**src/rtl/store_unit.sv**
```systemverilog
// store_unit: memory-stage store path. Checks store alignment, formats
// lane-replicated write data and byte enables, buffers stores in a small
// FIFO and drains them to data memory over a req/gnt handshake. Also
// flags loads that overlap any pending store word.

// Per-entry word-address compare used for load hazard detection.
module store_unit_cmp (
  input  logic        vld_i,
  input  logic [29:0] waddr_i,
  input  logic [29:0] ld_waddr_i,
  output logic        hit_o
);
  assign hit_o = vld_i && (waddr_i == ld_waddr_i);
endmodule

module store_unit #(
  parameter int DEPTH = 2
) (
  input  logic        clk_i,
  input  logic        rst_n_i,
  input  logic        m_store_valid_i,
  input  logic [2:0]  m_store_funct3_i,
  input  logic [31:0] m_store_addr_i,
  input  logic [31:0] m_store_data_i,
  output logic        store_ready_o,
  output logic        store_err_o,
  output logic [31:0] store_err_addr_o,
  output logic        dm_req_o,
  output logic [31:0] dm_addr_o,
  output logic [31:0] dm_din_o,
  output logic [3:0]  dm_be_o,
  input  logic        dm_gnt_i,
  input  logic        ld_check_i,
  input  logic [31:0] ld_addr_i,
  output logic        ld_hazard_o,
  output logic        sb_empty_o
);
  localparam int PW = (DEPTH > 1) ? $clog2(DEPTH) : 1;
  localparam int CW = PW + 1;
  localparam logic [PW-1:0] PTR_ONE = PW'(1);
  localparam logic [CW-1:0] CNT_ONE = CW'(1);
  localparam logic [CW-1:0] CNT_FULL = CW'(DEPTH);

  typedef struct packed {
    logic [29:0] waddr;
    logic [31:0] din;
    logic [3:0]  be;
  } sb_entry_t;

  sb_entry_t [DEPTH-1:0] ent_q;
  logic [DEPTH-1:0]      vld_q;
  logic [PW-1:0]         wr_ptr_q, rd_ptr_q;
  logic [CW-1:0]         count_q;
  logic                  err_q;
  logic [31:0]           err_addr_q;

  sb_entry_t new_ent;
  sb_entry_t head;
  logic      legal, accept, push, bad, pop;
  logic [DEPTH-1:0] hit;
  logic      unused_ld_lsb;

  assign unused_ld_lsb = ^ld_addr_i[1:0];

  // Width/alignment check and lane formatting of the incoming store.
  always_comb begin
    new_ent       = '0;
    legal         = 1'b0;
    new_ent.waddr = m_store_addr_i[31:2];
    case (m_store_funct3_i)
      3'b000: begin
        legal       = 1'b1;
        new_ent.din = {4{m_store_data_i[7:0]}};
        new_ent.be  = 4'b0001 << m_store_addr_i[1:0];
      end
      3'b001: begin
        legal       = ~m_store_addr_i[0];
        new_ent.din = {2{m_store_data_i[15:0]}};
        new_ent.be  = m_store_addr_i[1] ? 4'b1100 : 4'b0011;
      end
      3'b010: begin
        legal       = (m_store_addr_i[1:0] == 2'b00);
        new_ent.din = m_store_data_i;
        new_ent.be  = 4'b1111;
      end
      default: legal = 1'b0;
    endcase
  end

  assign store_ready_o = (count_q != CNT_FULL);
  assign sb_empty_o    = (count_q == '0);
  assign accept        = m_store_valid_i && store_ready_o;
  assign push          = accept && legal;
  assign bad           = accept && !legal;
  assign dm_req_o      = !sb_empty_o;
  assign pop           = dm_req_o && dm_gnt_i;

  // Memory port is fed straight from the head register; zeroed when idle.
  assign head      = ent_q[rd_ptr_q];
  assign dm_addr_o = dm_req_o ? {head.waddr, 2'b00} : '0;
  assign dm_din_o  = dm_req_o ? head.din : '0;
  assign dm_be_o   = dm_req_o ? head.be : '0;

  // Hazard compares only registered entries, so a same-cycle enqueue is
  // invisible while the entry being granted still counts.
  for (genvar i = 0; i < DEPTH; i++) begin : g_cmp
    store_unit_cmp u_cmp (
      .vld_i      (vld_q[i]),
      .waddr_i    (ent_q[i].waddr),
      .ld_waddr_i (ld_addr_i[31:2]),
      .hit_o      (hit[i])
    );
  end
  assign ld_hazard_o = ld_check_i && |hit;

  // FIFO storage, pointers and occupancy.
  always_ff @(posedge clk_i or negedge rst_n_i) begin
    if (!rst_n_i) begin
      ent_q    <= '0;
      vld_q    <= '0;
      wr_ptr_q <= '0;
      rd_ptr_q <= '0;
      count_q  <= '0;
    end else begin
      if (push) begin
        ent_q[wr_ptr_q] <= new_ent;
        vld_q[wr_ptr_q] <= 1'b1;
        wr_ptr_q        <= wr_ptr_q + PTR_ONE;
      end
      if (pop) begin
        vld_q[rd_ptr_q] <= 1'b0;
        rd_ptr_q        <= rd_ptr_q + PTR_ONE;
      end
      case ({push, pop})
        2'b10:   count_q <= count_q + CNT_ONE;
        2'b01:   count_q <= count_q - CNT_ONE;
        default: count_q <= count_q;
      endcase
    end
  end

  // One-cycle error pulse; the offending address is held until the next error.
  always_ff @(posedge clk_i or negedge rst_n_i) begin
    if (!rst_n_i) begin
      err_q      <= 1'b0;
      err_addr_q <= '0;
    end else begin
      err_q <= bad;
      if (bad) err_addr_q <= m_store_addr_i;
    end
  end

  assign store_err_o      = err_q;
  assign store_err_addr_o = err_addr_q;
endmodule

```
**config.mk**
```make
export PLATFORM = sky130hd
export DESIGN_NAME = store_unit
export DESIGN_NICKNAME = d
export VERILOG_FILES = /design/src/rtl/store_unit.sv
export SDC_FILE = /design/constraint.sdc
export NUM_CORES = 1
export LEC_CHECK = 0
export BUFFER_PORTS_ARGS = -buffer_cell sky130_fd_sc_hd__clkbuf_2
export CAP_MARGIN = 20
export CORE_MARGIN = 2
export CORE_UTILIZATION = 55
export DETAILED_ROUTE_END_ITERATION = 6
export PLACE_DENSITY = 0.91
export REMOVE_ABC_BUFFERS = 1
export SLEW_MARGIN = 20
export SYNTH_ARGS = -nofsm -noshare
export SYNTH_HDL_FRONTEND = slang
export SYNTH_SLANG_ARGS = --single-unit
```
**constraint.sdc**
```tcl
create_clock -name clk_i -period 2.65 [get_ports clk_i]
set_input_delay 0.3975 -clock clk_i [delete_from_list [all_inputs] [get_ports clk_i]]
set_output_delay 0.3975 -clock clk_i [all_outputs]
set_load 0.01 [all_outputs]
```
==> results of run 1 <==
[logic make-up (layout without fill, tap and decap cells)]
family                     count (synthesis)  after routing  synth area share
and+or+nand+nor                          281            281            0.1343
DFF                                      171            171            0.4993
muxes                                    154            154            0.2078
AOI/OAI and AO/OA                         87             87           0.05782
xor gates and xnor gates                  65             65           0.06643
buffers and inverters                     56            260           0.03241
adders and majority gates                  1              1          0.001460
other                                      1              2         0.0004376
[worst max path at each step]
| stage | to | cells past startpoint |
|---|---|---|
| floorplan | dm_addr_o[10] | 2 |
| global placement | ent_q[104] | 6 |
| detailed placement | ent_q[15] | 7 |
| CTS | ld_hazard_o | 6 |
| global route | ld_hazard_o | 6 |
| finish | ld_hazard_o | 6 |
[sequential cells by signal, indices dropped and copies added (netlist names)]
signal,count
ent_q,132
count_q,2
rd_ptr_q,1
wr_ptr_q,1
store_err_o,1
vld_q,2
store_err_addr_o,32
[layout make-up]
cell class                 instances  area (sq um)  share of cell area
multi-input combinational        590          4038              0.3881
clock inverter                    14         160.2             0.01540
sequential                       171          4283              0.4117
tap                              188         235.2             0.02261
clock buffer                      18         429.2             0.04126
timing repair buffer             224          1242              0.1194
inverter                           4         15.01            0.001443
[worst reg2reg max path, cell delays in order, from the launching register on]
cell and delay, ns:
sky130_fd_sc_hd__dfrtp_1 0.41, sky130_fd_sc_hd__nand2b_1 0.15, sky130_fd_sc_hd__nand2_1 0.17, sky130_fd_sc_hd__or3_2 0.47
sky130_fd_sc_hd__buf_4 0.31, sky130_fd_sc_hd__nand2_1 0.18, sky130_fd_sc_hd__o21ai_0 0.11
[cells in the final DEF (no fill, tap or decap), types with 3 or more instances in the layout]
cell type | synthesis | routed
sky130_fd_sc_hd__buf_4 | 2 | 14
sky130_fd_sc_hd__clkbuf_2 | 0 | 203
sky130_fd_sc_hd__nand2_1 | 160 | 160
sky130_fd_sc_hd__xor2_1 | 23 | 23
sky130_fd_sc_hd__buf_12 | 0 | 5
sky130_fd_sc_hd__a21oi_1 | 11 | 11
sky130_fd_sc_hd__clkbuf_16 | 0 | 17
sky130_fd_sc_hd__inv_6 | 0 | 5
sky130_fd_sc_hd__inv_1 | 4 | 3
sky130_fd_sc_hd__mux2i_1 | 74 | 74
sky130_fd_sc_hd__o21ai_1 | 7 | 7
sky130_fd_sc_hd__nor4_1 | 8 | 7
sky130_fd_sc_hd__nor2_1 | 87 | 87
sky130_fd_sc_hd__nand4_1 | 12 | 12
sky130_fd_sc_hd__dfrtp_1 | 171 | 170
sky130_fd_sc_hd__mux2_2 | 43 | 43
sky130_fd_sc_hd__a22oi_1 | 17 | 17
sky130_fd_sc_hd__nor2b_1 | 5 | 4
sky130_fd_sc_hd__o21ai_0 | 47 | 47
sky130_fd_sc_hd__mux2_4 | 37 | 37
sky130_fd_sc_hd__xnor2_1 | 42 | 42
[power breakdown]
part / internal (uW) / leakage [uW] / switching [uW] / total, uW
Clock: 1420 / 0.000286 / 1090 / 2500
Combinational: 2450 / 0.00291 / 2610 / 5060
Sequential: 3830 / 0.00216 / 1010 / 4830
[layer usage]
| metal | vias up | global-route usage | share of wire |
|---|---|---|---|
| met1 | 3381 | 0.3560 | 0.41 |
| li1 | 3128 | - | - |
| met4 | 0 | 0.1087 | 0.032 |
| met2 | 284 | 0.4597 | 0.51 |
| met3 | 49 | 0.04948 | 0.054 |
| met5 | - | 0 | 0 |
[per-stage QoR]
stage | utilization | std cells | instance area (sq um) | TNS (ns) | total power (uW)
after global placement | 0.6444 | 1176 | 9797 | 0 | 9607
after detailed placement | 0.6444 | 1176 | 9797 | 0 | 9865
after CTS | 0.6839 | 1209 | 10400 | 0 | 12430
after global routing | 0.6843 | 1209 | 10400 | 0 | 13200
after floorplan | - | 765 | 8310 | -32.75 | 7922
final | 0.6843 | 1209 | 10400 | 0 | 12400
[repair_timing]
item | 4_1_cts | 5_1_grt
hold buffers | 1 | 0
resized for setup | 0 | 1
endpoints found under the hold margin | 60 | 0
setup endpoints to repair | 0 | 1
==> impl_summary.log, run 1 <==
INFO  metric status = finished with violations
INFO  metric failed_checks = DRC
INFO  metric hold_path_end = ent_q[62]
INFO  metric grt-ovfl-total = 0
INFO  metric synth_register_bits = roughly 170
INFO  metric core_area = between 15000 and 20000 sq um
INFO  metric numCtsBuffers = 17
INFO  metric path_buf_inv = 1
INFO  metric initial_core_util = 0.5637
INFO  metric crit_top_cell = sky130_fd_sc_hd__nand4_1
INFO  metric critical_path.top_delay_family = simple AND/OR/NAND/NOR gates
INFO  metric power.ir.vdd_worst = between 0.001 and 0.0015 V
INFO  metric setup.worst_path.start_class = flip-flop
INFO  metric max-clock-path-buffers = 2
INFO  metric final_layout_size_suffix_gt1_frac = 0.3379
INFO  metric critical_path.slowest_cell = sky130_fd_sc_hd__dfrtp_1
INFO  metric worst_r2r_endpoint = ent_q[15]
INFO  metric placement.io_buffers = approximately 200
INFO  metric final.period_utilization = 0.9547
INFO  metric synth-edff-count = 0
INFO  metric route.final.wire_length = ~22000 um
INFO  metric cp-startpoint = ent_q[48]
INFO  metric worst_reg_to_reg_cells = 6
INFO  metric p_per_area = between 1000 and 1500 nW/um^2
INFO  metric slew-limit-headroom = 0.5476
INFO  metric dp_hpwl = roughly 15000 um
INFO  metric timing.clock.skew = between 0.008 and 0.009 ns
INFO  metric worstPathArrival = between 2 and 2.5 ns
INFO  metric rsz0062_at_grt = false
INFO  metric post_drt_wl_per_cell = between 15 and 20 um
INFO  metric antenna-diode-count = 0
INFO  metric ant_nets = 0
INFO  metric criticalPathCategory = flip-flop to output pin
INFO  metric startpoint_of_the_lowest_slack_hold_path = m_store_addr_i[28]
INFO  metric cp_cell_sequence = xnor2_1 -> nand4_1 -> nor4_1 -> nand4_1 -> a21boi_0 -> clkbuf_2
INFO  metric rrSetupSlack = 0.70 ns
INFO  metric die_h = ~130 um
INFO  metric timing.critical_path.slowest_cell_delay = 0.41 ns
INFO  metric drt-vias-per-instance = 5.659
INFO  metric hold-path-cell-count = 3
INFO  metric maxSlewViolCount = 0
INFO  metric cts-root-buf = sky130_fd_sc_hd__clkbuf_16
INFO  metric layout.filler_cells = around 1100
INFO  metric portion_of_synthesized_cell_area_occupied_by_the_leading_cell_type = 0.4993
INFO  metric cp_max_fo = 3
INFO  metric cts.htree.levels = 4
INFO  metric timing.rr.start = count_q[0]
INFO  metric layout.nets = ~1100
INFO  metric detail_route.iter0.violations = just under 500
INFO  metric cts_clk_pin_slew_worst_paths = approximately 0.070 ns
INFO  metric insertion_delay = ~0.42 ns
INFO  metric required = between 2 and 2.5 ns
INFO  metric count_of_mapped_cells_out_of_synthesis = just over 800
INFO  metric io_pins = ~210
INFO  metric place_worst_setup_slack = 0.5669 ns
INFO  metric post-synth-top-count-cell = sky130_fd_sc_hd__dfrtp_1
INFO  metric tritoncts_clock_tree = yes
INFO  metric synth-warning-count = 0
INFO  metric ys_top_cells_by_area = sky130_fd_sc_hd__dfrtp_1 50%, sky130_fd_sc_hd__mux2i_1 8.6%, sky130_fd_sc_hd__nand2_1 7.0%
INFO  metric first_pass_iters = 7
INFO  metric grt_start_max_net_pins = 69
INFO  metric syn-mean-instance-area = roughly 11 sq um
INFO  metric route.vias.total = about 6800
INFO  metric die_w = 128.8 um
INFO  metric dominant_cell_type_by_area_after_synthesis = sky130_fd_sc_hd__dfrtp_1
INFO  metric post_synth_instance_area = approximately 8600 sq um
INFO  metric grt_pass1_vias = about 6900
INFO  metric syn2layout_area_growth = 21.39%
INFO  metric yosysSeqAreaShare = 0.4993
INFO  metric wire_length_of_the_first_global_routing_pass = about 35000 um
INFO  metric timing.final.setup_violations = 0
INFO  metric ys.flop_type = sky130_fd_sc_hd__dfrtp_1
INFO  metric cap_violations = 0
INFO  metric post_layout_minimum_cycle_time = between 2 and 3 ns
INFO  metric globalplace.congestion = 0.9089
INFO  metric hold_slack = between 0.2 and 0.25 ns
INFO  metric floorplan.rows = 45
INFO  metric drc = 21
INFO  metric hp-class = primary input to flip-flop
INFO  metric die_area = between 15000 and 20000 sq um
INFO  metric hold_violations = 0
INFO  metric clock-sinks = about 170
INFO  metric fin_ws = between 0.1 and 0.15 ns
INFO  metric timing.fmax = a little under 400 MHz
INFO  metric worst_slew_pin_slew = 0.6765 ns
INFO  metric antenna_found_initial = 0
INFO  metric postSynth.asyncResetShare = 1.000
INFO  metric synth_cell_type_count = 34
INFO  metric synth.cells.most_frequent = 171 x sky130_fd_sc_hd__dfrtp_1, 160 x sky130_fd_sc_hd__nand2_1, 87 x sky130_fd_sc_hd__nor2_1
INFO  metric global_route.usage.total = 0.2743
INFO  metric critPathCaptureType = output pin
INFO  metric power.leakage = 0.005360 uW
INFO  metric postCtsSetupRepairBufs = 0
No activity file was read; power rests on OpenSTA's default activity.
==> inputs of run 2 (changes only) <==
Settings changed: SYNTH_HIERARCHICAL from default to 1.
==> run 2 against run 1 <==
  * The flow now finishes without violations
  * Hold slack better by 0.028 ns
  * Design area up 3.1%
  * Clock power increased by 4%
  * Global-route usage down 2.3 points
  * Core utilization decreased by 0.19 points
  * Sequential share of layout area decreased by 1.2 points
  * Non-clock buffer count unchanged
  * First-iteration DRC count fell by 30%
  * Critical path depth unchanged
  * Critical endpoint unchanged
  * Largest cell class unchanged
  * Largest power group unchanged
==> impl_summary.log, run 2 <==
INFO  metric critPathCaptureType = output pin
INFO  metric synth_register_bits = 171 (unchanged)
INFO  metric wire_length_of_the_first_global_routing_pass = 32420 um (-8.5%)
INFO  metric numCtsBuffers = 17 (unchanged)
INFO  metric power.ir.vdd_worst = 0.0005346 V (-54%)
INFO  metric syn-mean-instance-area = 12.42 sq um (+18%)
INFO  metric post_drt_wl_per_cell = 18.35 um (about the same)
INFO  metric ys.flop_type = sky130_fd_sc_hd__dfrtp_1
INFO  metric criticalPathCategory = flip-flop to output pin
INFO  metric die_h = 129.9 um (+0.86%)
INFO  metric hold_violations = 0 (unchanged)
INFO  metric cap_violations = 0 (unchanged)
INFO  metric synth-warning-count = 6 (+6)
INFO  metric first_pass_iters = 4 (-3)
INFO  metric clock-sinks = 171 (unchanged)
INFO  metric synth_simple_gate_area_frac = 0.07273 (-0.06160)
INFO  metric dp_cells = 1093 (-7.1%)
INFO  metric grt_pass1_vias = 6454 (-5.9%)
INFO  metric worst_slew_pin_slew = 1.043 ns (+0.3661 ns)
INFO  metric maxSlewViolCount = 0 (unchanged)
INFO  metric power.leakage = 0.005400 uW (+0.75%)
INFO  metric initial_core_util = 0.5551 (-0.008599)
INFO  metric syn2layout_area_growth = 22.92%
INFO  metric post_place_cell_area = 10030 sq um (+2.4%)
INFO  metric synthXorXnorAreaFrac = 0.06627 (-0.0001585)
INFO  metric grt-ovfl-total = 0 (unchanged)
INFO  metric yosysSeqAreaShare = 0.4906 (-0.008739)
INFO  metric die_area = 16880 sq um (+1.7%)
INFO  metric capture_point_of_the_worst_path = ld_hazard_o
INFO  metric post_route_insts_no_fill = 1129 (-6.6%)
INFO  metric timing.rr.start = count_q[0]
INFO  metric design_power_total = 12770 uW (+3.0%)
INFO  metric antenna-diode-count = 0 (unchanged)
INFO  metric antenna_found_initial = 0 (unchanged)
INFO  metric cp_max_fo = 2 (-1)
INFO  metric p_per_area = 1191 nW/um^2 (about the same)
INFO  metric synth-compound-area-share = 0.02869 (-0.02913)
INFO  metric largest_register_ff_count = 132 (unchanged)
INFO  metric layout.nets = 1006 (-9.6%)
INFO  metric final_layout_size_suffix_gt1_frac = 0.4655 (+0.1276)
INFO  metric worst_r2r_endpoint = ent_q[13]
INFO  metric cts-root-buf = sky130_fd_sc_hd__clkbuf_16
INFO  metric grt_start_max_net_pins = 61 (-12%)
INFO  metric worstPathArrival = 2.18 ns (+0.05 ns)
INFO  metric io_pins = 209 (unchanged)
INFO  metric setup_total_negative_slack = 0 ns (unchanged)
INFO  metric post-route-cell-area = 10720 sq um (+3.1%)
INFO  metric dominant_cell_type_by_area_after_synthesis = sky130_fd_sc_hd__dfrtp_1
INFO  metric post-synth-top-count-cell = sky130_fd_sc_hd__dfrtp_1
INFO  metric status = finished clean
INFO  metric rsz0062_at_grt = true
INFO  metric drc = 0 (-100%)
INFO  metric timing.clock.skew = 0.007635 ns (-0.0006216 ns)
INFO  metric synth_top_family_by_area = multiplexers
INFO  metric layout.cells.most_common_list = 202 x sky130_fd_sc_hd__clkbuf_2, 170 x sky130_fd_sc_hd__dfrtp_1, 135 x sky130_fd_sc_hd__mux2_2
INFO  metric regMostFlops = ent_q
INFO  metric tritoncts_clock_tree = yes
INFO  metric post_synth_instance_area = 8722 sq um (+1.8%)
INFO  metric detail_route.iter0.violations = 346 (-30%)
INFO  metric globalplace.congestion = 0.8505 (-6.4%)
INFO  metric fin_ws = 0.07660 ns (-0.04353 ns)
INFO  metric cp-startpoint = ent_q[49]
INFO  metric synth-edff-count = 0 (unchanged)
INFO  metric portion_of_synthesized_cell_area_occupied_by_the_leading_cell_type = 0.4906 (-0.008739)
INFO  metric count_of_mapped_cells_out_of_synthesis = 702 (-14%)
INFO  metric die_w = 129.9 um (+0.86%)
INFO  metric synth.area.mux_share = 0.3091 (+0.1014)
INFO  metric drt-vias-per-instance = 5.462 (-3.5%)
INFO  metric synth-adder-area-share = 0.001435 (-0.00002555)
INFO  metric post_layout_minimum_cycle_time = 2.573 ns (+0.04353 ns)
INFO  metric required = 2.25 ns (about the same)
INFO  metric layout.cells.most_common = sky130_fd_sc_hd__clkbuf_2
INFO  metric slew-limit-headroom = 0.3049 (-0.2426)
INFO  metric global_route.usage.total = 0.2513 (-0.02304)
INFO  metric postSynth.asyncResetShare = 1.000 (unchanged)
INFO  metric core_area = 15710 sq um (+3.4%)
INFO  metric cts_clk_pin_slew_worst_paths = 0.07 ns (about the same)
INFO  metric route.final.wire_length = 20720 um (-6.5%)
INFO  metric timing.fmax = 388.6 MHz (-1.7%)
INFO  metric synth_cell_type_count = 34 (unchanged)
INFO  metric hp-class = primary input to flip-flop
INFO  metric ant_nets = 0 (unchanged)
INFO  metric timing.final.setup_violations = 0 (unchanged)
INFO  metric setup.worst_path.start_class = flip-flop
INFO  metric floorplan.rows = 46 (+2.2%)
INFO  metric synth.cells.most_frequent = 171 x sky130_fd_sc_hd__dfrtp_1, 135 x sky130_fd_sc_hd__mux2_2, 89 x sky130_fd_sc_hd__nor2_1
INFO  metric insertion_delay = 0.42 ns (about the same)
INFO  metric worst_reg_to_reg_cells = 5 (-1)
INFO  metric final.period_utilization = 0.9711 (+0.01643)
INFO  metric placement.io_buffers = 204 (unchanged)
INFO  metric ys_top_cells_by_area = sky130_fd_sc_hd__dfrtp_1 49%, sky130_fd_sc_hd__mux2_2 17%, sky130_fd_sc_hd__mux2i_1 8.5%
INFO  metric route.vias.total = 6167 (-9.9%)
INFO  metric place_worst_setup_slack = 0.1946 ns (-0.3723 ns)
INFO  metric rrSetupSlack = 0.79 ns (+0.09 ns)
INFO  metric cts.htree.levels = 4 (unchanged)
INFO  metric max-clock-path-buffers = 2 (unchanged)
INFO  metric dp_hpwl = 14600 um (-4.5%)
[run 2: changes by cell type after synthesis, moves of 14 or more]
cell                      before  now
sky130_fd_sc_hd__o21ai_0      47    3
sky130_fd_sc_hd__nand2_1     160    3
sky130_fd_sc_hd__mux2_2       43  135
sky130_fd_sc_hd__xnor2_1      42   56
sky130_fd_sc_hd__a22oi_1      17    3
[run 2: area by class of cell]
type	instances	area (sq um)
well taps	216	270.3
inverters	7	26.28
clock inverters	7	140.1
multi-input cells	480	4235
flip-flops and latches	171	4283
repair buffers	224	1305
fillers	1151	4991
clock buffers	24	461.7
[run 2: report_power, final]
group / total, uW / leakage [uW] / internal, uW / switching, uW
clock network: 2590 / 0.000285 / 1600 / 987
logic: 5420 / 0.00299 / 2860 / 2560
registers: 4760 / 0.00212 / 3830 / 935
total: 12800 / 0.00540 / 8280 / 4480
[run 2: how the worst min path moves through the flow]
stage / to / slack, ns / cells after the start / from
floorplan: count_q[0] / 0.10 / 0 / rst_n_i
global placement: store_err_addr_o[17] / 0.42 / 1 / rst_n_i
detailed placement: store_err_addr_o[17] / 0.42 / 1 / rst_n_i
CTS: ent_q[130] / 0.22 / 2 / m_store_addr_i[30]
global route: ent_q[130] / 0.22 / 2 / m_store_addr_i[30]
finish: ent_q[130] / 0.23 / 2 / m_store_addr_i[30]
[run 2: repair_timing]
item / 4_1_cts / 5_1_grt
setup buffers: 4 / 0
hold endpoints to repair: 57 / 0
pin swaps: 11 / 2
resized for setup: 5 / 3
endpoints found under the setup margin: 1 / 1
hold buffers: 1 / 0
[run 2: worst max-delay path: stages (launching register included)]
cell,delay (ns)
sky130_fd_sc_hd__dfrtp_1,0.40
sky130_fd_sc_hd__xnor2_1,0.17
sky130_fd_sc_hd__nand4_1,0.18
sky130_fd_sc_hd__or4_4,0.55
sky130_fd_sc_hd__nor4_4,0.15
sky130_fd_sc_hd__o21a_1,0.17
sky130_fd_sc_hd__buf_2,0.13
[run 2: stage by stage]
stage / hold slack [ns] / utilization
2_1_floorplan: 0.1019 / -
6_report: 0.2316 / 0.6824
3_3_place_gp: 0.4180 / 0.6386
3_5_place_dp: 0.4233 / 0.6386
5_1_grt: 0.2178 / 0.6824
4_1_cts: 0.2166 / 0.6815
[run 2: cell families (layout without fill, tap and decap cells)]
| family | after synthesis | after routing |
|---|---|---|
| adders and majority gates | 1 | 1 |
| AOI/OAI and AO/OA | 37 | 37 |
| muxes | 238 | 238 |
| and+or+nand+nor | 136 | 136 |
| DFF | 171 | 171 |
| buffers and inverters | 52 | 262 |
| other | 1 | 2 |
| xor gates and xnor gates | 66 | 66 |
[run 2: per-layer routing]
metal | GRT usage | routed length, um | vias to the layer above
li1 | - | - | 2833
met1 | 0.3131 | 8803 | 3066
met2 | 0.4247 | 10250 | 235
met3 | 0.06847 | 1264 | 33
met4 | 0.08602 | 393 | 0
met5 | 0 | 0 | -
